==> src/rtl/cavlc_pkg.sv <==
// Shared constants and types for the CAVLC bitstream front end and its decoders.
package cavlc_pkg;

  localparam int CAVLC_IN_W      = 32;
  localparam int CAVLC_WIN_W     = 16;
  localparam int CAVLC_BUF_W     = 64;
  localparam int CAVLC_MAX_SHIFT = 16;

  typedef logic [4:0] cavlc_shamt_t;
  typedef logic [6:0] cavlc_bitcnt_t;

  function automatic cavlc_bitcnt_t cavlc_widen_shamt(input cavlc_shamt_t amt);
    return {2'b00, amt};
  endfunction

endpackage

==> src/rtl/cavlc_bitstream_aligner_if.sv <==
// Word-in / window-out bundle between the slice-data feeder, the aligner and the decoders.
interface cavlc_bitstream_aligner_if;
  import cavlc_pkg::*;

  logic                   Flush;
  logic [CAVLC_IN_W-1:0]  InData;
  logic                   InValid;
  logic                   InReady;
  logic                   ShiftEn;
  cavlc_shamt_t           ShiftAmt;
  logic [CAVLC_WIN_W-1:0] Window;
  logic                   WindowValid;
  cavlc_bitcnt_t          BitCount;
  logic [31:0]            BitsConsumed;
  logic                   ShiftErr;

  modport master (
    output Flush, InData, InValid, ShiftEn, ShiftAmt,
    input  InReady, Window, WindowValid, BitCount, BitsConsumed, ShiftErr
  );

  modport slave (
    input  Flush, InData, InValid, ShiftEn, ShiftAmt,
    output InReady, Window, WindowValid, BitCount, BitsConsumed, ShiftErr
  );

endinterface

==> src/rtl/cavlc_bit_merge.sv <==
// Next-state buffer: drop the consumed bits off the top, then append an incoming
// word directly below the surviving bits.
module cavlc_bit_merge
  import cavlc_pkg::*;
#(
  parameter int IN_W  = CAVLC_IN_W,
  parameter int BUF_W = CAVLC_BUF_W
) (
  input  logic [BUF_W-1:0] bits_cur,
  input  cavlc_bitcnt_t    cnt_cur,
  input  cavlc_bitcnt_t    shamt,
  input  logic [IN_W-1:0]  data,
  input  logic             load,
  output logic [BUF_W-1:0] bits_nxt,
  output cavlc_bitcnt_t    cnt_nxt
);

  cavlc_bitcnt_t    fill;
  logic [BUF_W-1:0] word_aligned;

  always_comb begin
    fill         = cnt_cur - shamt;
    word_aligned = {data, {(BUF_W-IN_W){1'b0}}} >> fill;
    bits_nxt     = bits_cur << shamt;
    cnt_nxt      = fill;
    if (load) begin
      bits_nxt = bits_nxt | word_aligned;
      cnt_nxt  = fill + cavlc_bitcnt_t'(IN_W);
    end
  end

endmodule

==> src/rtl/cavlc_bitstream_aligner.sv <==
// Bit aligner: buffers up to two input words and exposes an MSB-aligned window
// that advances by the decoder's per-symbol shift amount.
module cavlc_bitstream_aligner
  import cavlc_pkg::*;
#(
  parameter int IN_WIDTH  = CAVLC_IN_W,
  parameter int WIN_WIDTH = CAVLC_WIN_W,
  parameter int BUF_WIDTH = CAVLC_BUF_W,
  parameter int MAX_SHIFT = CAVLC_MAX_SHIFT
) (
  input logic                 Clk,
  input logic                 Reset,
  cavlc_bitstream_aligner_if.slave bus
);

  logic [BUF_WIDTH-1:0] sreg_p0;
  cavlc_bitcnt_t        cnt_p0;
  logic [31:0]          consumed_p0;
  logic                 err_p0;

  cavlc_bitcnt_t        shamt;
  cavlc_bitcnt_t        s;
  logic                 shift_ok;
  logic                 shift_bad;
  logic                 ready;
  logic                 load;
  logic [BUF_WIDTH-1:0] sreg_nxt;
  cavlc_bitcnt_t        cnt_nxt;

  // Room for one more word only while at most half the buffer is occupied.
  assign ready = !Reset && !bus.Flush && (cnt_p0 <= cavlc_bitcnt_t'(BUF_WIDTH - IN_WIDTH));
  assign load  = bus.InValid && ready;

  always_comb begin
    shamt     = cavlc_widen_shamt(bus.ShiftAmt);
    shift_ok  = bus.ShiftEn && (shamt <= cavlc_bitcnt_t'(MAX_SHIFT)) && (shamt <= cnt_p0);
    shift_bad = bus.ShiftEn && !shift_ok;
    s         = shift_ok ? shamt : '0;
  end

  cavlc_bit_merge #(
    .IN_W  (IN_WIDTH),
    .BUF_W (BUF_WIDTH)
  ) u_merge (
    .bits_cur (sreg_p0),
    .cnt_cur  (cnt_p0),
    .shamt    (s),
    .data     (bus.InData),
    .load     (load),
    .bits_nxt (sreg_nxt),
    .cnt_nxt  (cnt_nxt)
  );

  // Stage p0: buffer, fill level, consumed-bit counter and sticky error.
  always_ff @(posedge Clk or posedge Reset) begin
    if (Reset) begin
      sreg_p0     <= '0;
      cnt_p0      <= '0;
      consumed_p0 <= '0;
      err_p0      <= 1'b0;
    end else if (bus.Flush) begin
      sreg_p0     <= '0;
      cnt_p0      <= '0;
      consumed_p0 <= '0;
      err_p0      <= 1'b0;
    end else begin
      sreg_p0     <= sreg_nxt;
      cnt_p0      <= cnt_nxt;
      consumed_p0 <= consumed_p0 + 32'(s);
      if (shift_bad) begin
        err_p0 <= 1'b1;
      end
    end
  end

  assign bus.InReady      = ready;
  assign bus.Window       = sreg_p0[BUF_WIDTH-1 -: WIN_WIDTH];
  assign bus.WindowValid  = (cnt_p0 >= cavlc_bitcnt_t'(WIN_WIDTH));
  assign bus.BitCount     = cnt_p0;
  assign bus.BitsConsumed = consumed_p0;
  assign bus.ShiftErr     = err_p0;

endmodule

==> src/flat_wrapper.sv <==
// flat-port wrapper written by rule: the top's interface ports become plain ports
module cavlc_bitstream_aligner_flat import cavlc_pkg::*;
#(
  parameter int IN_WIDTH  = CAVLC_IN_W,
  parameter int WIN_WIDTH = CAVLC_WIN_W,
  parameter int BUF_WIDTH = CAVLC_BUF_W,
  parameter int MAX_SHIFT = CAVLC_MAX_SHIFT
)
  (Clk, Reset, bus_Flush, bus_InData, bus_InValid, bus_ShiftEn, bus_ShiftAmt, bus_InReady, bus_Window, bus_WindowValid, bus_BitCount, bus_BitsConsumed, bus_ShiftErr);
  cavlc_bitstream_aligner_if bus_i ();
  input logic Clk;
  input logic Reset;
  input wire logic [$bits(bus_i.Flush)-1:0] bus_Flush;
  input wire logic [$bits(bus_i.InData)-1:0] bus_InData;
  input wire logic [$bits(bus_i.InValid)-1:0] bus_InValid;
  input wire logic [$bits(bus_i.ShiftEn)-1:0] bus_ShiftEn;
  input wire logic [$bits(bus_i.ShiftAmt)-1:0] bus_ShiftAmt;
  output wire logic [$bits(bus_i.InReady)-1:0] bus_InReady;
  output wire logic [$bits(bus_i.Window)-1:0] bus_Window;
  output wire logic [$bits(bus_i.WindowValid)-1:0] bus_WindowValid;
  output wire logic [$bits(bus_i.BitCount)-1:0] bus_BitCount;
  output wire logic [$bits(bus_i.BitsConsumed)-1:0] bus_BitsConsumed;
  output wire logic [$bits(bus_i.ShiftErr)-1:0] bus_ShiftErr;
  assign bus_i.Flush = bus_Flush;
  assign bus_i.InData = bus_InData;
  assign bus_i.InValid = bus_InValid;
  assign bus_i.ShiftEn = bus_ShiftEn;
  assign bus_i.ShiftAmt = bus_ShiftAmt;
  assign bus_InReady = bus_i.InReady;
  assign bus_Window = bus_i.Window;
  assign bus_WindowValid = bus_i.WindowValid;
  assign bus_BitCount = bus_i.BitCount;
  assign bus_BitsConsumed = bus_i.BitsConsumed;
  assign bus_ShiftErr = bus_i.ShiftErr;
  cavlc_bitstream_aligner #(.IN_WIDTH(IN_WIDTH), .WIN_WIDTH(WIN_WIDTH), .BUF_WIDTH(BUF_WIDTH), .MAX_SHIFT(MAX_SHIFT)) u_core (.Clk(Clk), .Reset(Reset), .bus(bus_i));
endmodule
==> config.mk <==
export PLATFORM = sky130hd
export DESIGN_NAME = cavlc_bitstream_aligner_flat
export DESIGN_NICKNAME = d
export VERILOG_FILES = /design/src/rtl/cavlc_pkg.sv /design/src/rtl/cavlc_bitstream_aligner_if.sv /design/src/rtl/cavlc_bit_merge.sv /design/src/rtl/cavlc_bitstream_aligner.sv /design/src/flat_wrapper.sv
export SDC_FILE = /design/constraint.sdc
export NUM_CORES = 1
export LEC_CHECK = 0
export CAP_MARGIN = 15
export CELL_PAD_IN_SITES_DETAIL_PLACEMENT = 2
export CELL_PAD_IN_SITES_GLOBAL_PLACEMENT = 2
export CORE_MARGIN = 2
export CORE_UTILIZATION = 32
export DETAILED_ROUTE_END_ITERATION = 7
export PLACE_DENSITY = 0.81
export SYNTH_ARGS = -nofsm -noshare
export SYNTH_HDL_FRONTEND = slang
export SYNTH_SLANG_ARGS = --single-unit
==> constraint.sdc <==
create_clock -name Clk -period 12.3 [get_ports Clk]
set_clock_uncertainty 0.1 [all_clocks]
set_input_delay 1.845 -clock Clk [delete_from_list [all_inputs] [get_ports Clk]]
set_output_delay 1.845 -clock Clk [all_outputs]
set_load 0.01 [all_outputs]
* Word-level counts from Yosys, hierarchy flattened
Index checks and enable logic that the tools add are counted.
Widths: inputs -> output; s select.
** Word-level totals
- Output and inout port bits :: 58
- Flip-flop bits (word level) :: 104
- Logic and storage cells :: 32
** Operators by class
- Bitwise operators :: 1
- Shift-type cells :: 2
- Reductions and logical operators :: 10
- Order comparisons :: 4
- $add $sub $neg :: 3
- Muxes and demuxes :: 8
** Operators by type and width (count)
- $mux 64 :: 2
- $or 64x64->64 :: 1
- $shl 64x7->64 :: 1
- $shr 64x7->64 :: 1
- $add 32x7->32 :: 1
- $mux 32 :: 1
- $mux 7 :: 2
- $add 7x6->7 const B :: 1
- $ge 7x5->1 const B :: 1
- $le 5x7->1 :: 1
- $le 7x6->1 const B :: 1
- $sub 7x7->7 :: 1
- $logic_and 1x1->1 :: 6
- $le 5x5->1 const B :: 1
- $mux 5 :: 1
- $logic_not 1->1 :: 3
- $mux 1 :: 2
- $reduce_bool 2->1 :: 1

* Longest topological paths before layout
- Depth in word-level cells :: 9
- Mapped depth :: 23
- Mapped depth without buffers :: 17

* Hierarchy
Synthesis repeated with hierarchy kept, for this count alone.
** Unflattened totals
- Cells, all modules :: 1263
- Area total of the unflattened synthesis :: 11238.3 µm²
** Modules (own cells, without submodules)
- cavlc_bit_merge :: area each 6910.4 µm², instances 1, cells an instance 884, seq. area each 0.0 µm²
- cavlc_bitstream_aligner :: area each 4327.9 µm², instances 1, cells an instance 379, seq. area each 2602.5 µm²

* Worst setup path before layout
OpenSTA, ideal clock, no wires.
- Path type :: input-to-reg
- From :: in bus_ShiftAmt[0]
- To :: reg u_core.sreg_p0[38]
- Stages on the path :: 20
- Required time :: 12.060 ns
- Path buffers :: 5
- Slack :: 5.944 ns
- Arrival :: 6.116 ns
- Setup time :: 0.140 ns
- Cell sequence :: buf_2 inv_1 clkbuf_1 ha_1 nand3_1 nor3_1 a21oi_2 inv_2 buf_4 buf_4 ha_1 fa_1 buf_1 mux4_2 mux2i_1 mux2i_1 mux2_2 and2_1 a2111oi_0 a211oi_1
** Between the ends
- Longest elaborated chain between the ends :: 9
- Elaborated cells on any way between the ends :: 11
** RTL lines
- start, declared :: RTL line flat_wrapper.sv:17 : input wire logic [$bits(bus_i.ShiftAmt)-1:0] bus_ShiftAmt;
- $le 5x5->1 :: RTL line cavlc_bitstream_aligner.sv:36 : shift_ok = bus.ShiftEn && (shamt <= cavlc_bitcnt_t'(MAX_SHIFT)) && (shamt <= cnt_p0);
- $logic_and 1x1->1 (2 in a row) :: RTL line cavlc_bitstream_aligner.sv:36
- $mux 5 (*) :: RTL line cavlc_bitstream_aligner.sv:38 : s = shift_ok ? shamt : '0;
- $sub 7x7->7 :: RTL line cavlc_bit_merge.sv:22 : fill = cnt_cur - shamt;
- $shr 64x7->64 :: RTL line cavlc_bit_merge.sv:23 : word_aligned = {data, {(BUF_W-IN_W){1'b0}}} >> fill;
- $or 64x64->64 :: RTL line cavlc_bit_merge.sv:27 : bits_nxt = bits_nxt | word_aligned;
- $mux 64 (*) :: RTL line cavlc_bit_merge.sv:26 : if (load) begin
- $mux 64 (*) :: RTL line cavlc_bitstream_aligner.sv:61 : end else if (bus.Flush) begin
- end signal, assigned :: RTL line cavlc_bitstream_aligner.sv:67 : sreg_p0 <= sreg_nxt;
- end, declared :: RTL line cavlc_bitstream_aligner.sv:16 : logic [BUF_WIDTH-1:0] sreg_p0;
Every way passes the cells marked *; elsewhere a longest branch is shown, timed or not.
A chain may end at the register's enable or synchronous reset.

* Worst setup path in the final report
- From :: in bus_ShiftAmt[4]
- To :: reg u_core.sreg_p0[34]
The elaborated chain is that of the path after synthesis.

==> results_dict.tcl <==
set metrics [dict create \
    top_ff_cell_synth "dfrtp_1" \
    number_of_routed_nets_with_antenna_violations 0 \
    postCtsHoldBufs 0 \
    path_buf_inv 3 \
    port_buffers 99 \
    critical_path.max_stage_delay_ns 1.19 \
    rsz0062_at_grt "false" \
    final_min_period_over_clock_period_pct 62.64 \
    synth_area_per_cell_sq_um 7.828 \
    root_buffer "clkbuf_16" \
    grt_max_degree 71 \
    timing.max_cap.violations 0 \
    setup_violators_final 0 \
    area_growth_pct 13.23 \
    worstSkewPairLatency_ns 0.39 \
    synth_area_leaders "dfrtp_1 24%, mux2i_1 9.7%, nor2_1 5.8%" \
    clkSlewWorstSetupHoldPaths_ns 0.08 \
    vias_per_cell 6.596 \
    final.setup.tns_ns 0 \
    drt-total-wl_mm 54.34 \
    hold_violations 0 \
    number_of_antenna_violations_at_the_first_check_in_global_routing 0 \
    path_delay_family "compound AO/OA/AOI/OAI gates" \
    yosys.area.top_type_share_pct 23.60 \
    die_height_um 189.7 \
    worstPathRequired_ns 12.44 \
    worst-path-max-fanout 41 \
    worstPathCellList "clkdlybuf4s50_1 > ha_1 > and4bb_2 > o21ai_1 > a21oi_2 > buf_4 > inv_2 > ha_2 > fa_2 > mux4_2 > nand2_1 > o21ai_0 > o21ai_0 > o21ai_0 > a221oi_1 > a41oi_1" \
    preCtsSetupSlack_ns 4.224 \
    hold_class "reg2reg" \
    drt_pass1_iterations 5 \
    status "completed" \
    vias 12310 \
    core_outline_area_sq_um 33700 \
    seq_area_frac_synth_pct 23.60 \
    filler_cell_count 3885 \
    synth_seq_cells 104 \
    grt_first_pass_wirelength_mm 83.15 \
    gp_routability_congestion 0.9318 \
    synthesis.nets 1468 \
    cts_repair_resize_count 0 \
    p_per_area_nw_per_um2 239.0 \
    cts_tree "built" \
    max_slew.worst_pin.slew_ns 1.128 \
    yosysMostFrequentCell "nor2_1" \
    design.portCount 100 \
    route.detailed.wl_per_inst_um 29.12 \
    number_of_global_route_vias_before_repair 12960 \
    worst-setup-path-type "in2reg" \
    synth.distinct_cells 83 \
    slowest_cell_on_crit_path "fa_2" \
    count_of_flip_flops_with_a_built_in_enable_after_synthesis 0 \
    critPathCaptureType "flip-flop" \
    clkSinkCount 104 \
    netlist_top_cells_count "169 x nor2_1, 156 x nand2_1, 107 x mux2i_1" \
    max_freq_mhz 129.8 \
    floorplan.initialDensity_pct 32.73 \
    rows 67 \
    warnings_synthesis 0 \
    total_congestion_overflow 0 \
    syn-instance-count 1409 \
    asyncSetResetFlopFracSynth_pct 100.0 \
    numCtsBuffers 9 \
    total_leakage_power_nw 4.926 \
    cts.repair_timing.setup_buffer_count 0 \
    final_layout_size_suffix_gt1_share_pct 9.027 \
    clockBufferDepth 2 \
    fin_nets 1472 \
    track_usage_pct 30.12 \
    crit_top_cell "o21ai_0" \
    detailedRoute.firstIterationViolations 1178 \
    max-vdd-ir-drop_uv 113.3 \
    yosys.area.top_type "dfrtp_1" \
    chipWidth_um 189.7 \
    final-max-slew-violation-count 0 \
    hpwlAfterDp_mm 39.48 \
    drt_drc_violations_left 0 \
    critical_path.startpoint_type "primary input" \
    finalWorstSetupSlack_ns 4.595 \
    synth_area_sq_um 11030 \
    die_area_sq_um 35970 \
    worstPathArrival_ns 7.84 \
    insertedDiodeCount 0 \
    period_minus_slack_ns 7.705 \
    htreeDepth 3 \
    maxSlewHeadroom_pct 24.00 \
]
## layout by cell type (no fill, tap or decap), types with 9 or more instances in the layout
cell,synthesis,final
ha_1,15,14
nand2_1,156,156
o221ai_1,21,21
nand3_1,36,36
o211ai_1,18,18
nor2b_1,12,12
xor2_1,18,17
mux2i_1,107,107
a211oi_1,22,22
nor2_1,169,168
a31oi_1,24,24
o32a_1,11,11
o32ai_1,15,15
mux2_2,20,20
a21o_1,13,12
inv_1,35,34
a21oi_1,93,93
o22ai_1,39,39
a22oi_1,26,26
o21ai_0,86,86
clkbuf_16,0,9
or3_1,10,10
clkdlybuf4s50_1,0,96
buf_4,25,30
dfrtp_1,104,104
mux4_2,24,24
nor3_1,32,32
## state kept, by name, summed over array words and instances, names as in the netlist
| register | count |
|---|---|
| u_core.bus.ShiftErr | 1 |
| u_core.bus.BitsConsumed | 32 |
| u_core.bus.BitCount | 7 |
| u_core.sreg_p0 | 64 |
## cells by family (layout without fill, tap and decap cells)
logic type | after synthesis | count (layout) | synth area share, %
xor+xnor | 26 | 26 | 2.065
mux | 151 | 151 | 16.65
flops | 104 | 104 | 23.60
simple gates | 465 | 465 | 18.88
buf+inv | 174 | 183 | 7.317
fa+ha+maj | 17 | 17 | 2.065
compound gates | 472 | 472 | 29.43
## final timing paths
path | start | end | slack, ns | depth (start not counted)
worst max-delay path | bus_ShiftAmt[4] | u_core.sreg_p0[34] | 4.60 | 16
worst min-delay path | u_core.bus.ShiftErr | u_core.bus.ShiftErr | 0.41 | 2
worst max register to register | u_core.bus.BitCount[4] | u_core.sreg_p0[34] | 6.24 | 16
worst min register to register | u_core.bus.ShiftErr | u_core.bus.ShiftErr | 0.41 | 2
max in group asynchronous | Reset | u_core.sreg_p0[52] | 8.95 | 3
min in group asynchronous | Reset | u_core.bus.BitCount[5] | 1.88 | 2
## worst reg2reg max path: stages, from the launching register on
cell	delay, ns
dfrtp_1	0.44
inv_1	0.11
ha_1	0.36
and4bb_2	0.28
o21ai_1	0.13
a21oi_2	0.14
buf_4	0.29
inv_2	0.09
ha_2	0.21
fa_2	1.19
mux4_2	0.47
nand2_1	0.09
o21ai_0	0.34
o21ai_0	0.76
o21ai_0	0.43
a221oi_1	0.35
a41oi_1	0.15
## layer usage
layer	vias up	track usage [%]	share of wire, %
met5	-	0	0
met4	0	14.46	5.2
met3	140	4.722	7.7
met2	620	48.72	46
met1	6265	39.34	41
li1	5284	-	-
## power by group
| group | total (mW) | switching (mW) | internal (mW) |
|---|---|---|---|
| registers | 0.557 | 0.140 | 0.417 |
| clock network | 0.324 | 0.174 | 0.149 |
| logic | 2.10 | 1.39 | 0.711 |
## area by class of cell
| type | count | area [sq um] | share of cell area, % |
|---|---|---|---|
| clock inverters | 7 | 91.34 | 0.7314 |
| inverters | 39 | 148.9 | 1.192 |
| flip-flops and latches | 104 | 2603 | 20.84 |
| well taps | 448 | 560.5 | 4.489 |
| multi-input cells | 1131 | 7649 | 61.25 |
| repair buffers | 128 | 1211 | 9.698 |
| clock buffers | 9 | 225.2 | 1.803 |
## stage by stage
stage | total power [mW] | util [%] | hold WS, ns | area [sq um] | instances
3_5_place_dp | 2.575 | 36.06 | 0.4014 | 12150 | 1849
3_3_place_gp | 2.501 | 36.06 | 0.4011 | 12150 | 1849
5_1_grt | 3.122 | 37.06 | 0.4523 | 12490 | 1866
4_1_cts | 2.908 | 37.00 | 0.4252 | 12470 | 1865
6_report | 2.985 | 37.06 | 0.4133 | 12490 | 1866
2_1_floorplan | 1.859 | - | 0.4264 | 11030 | 1409
Power figures use the tool's default switching activity.
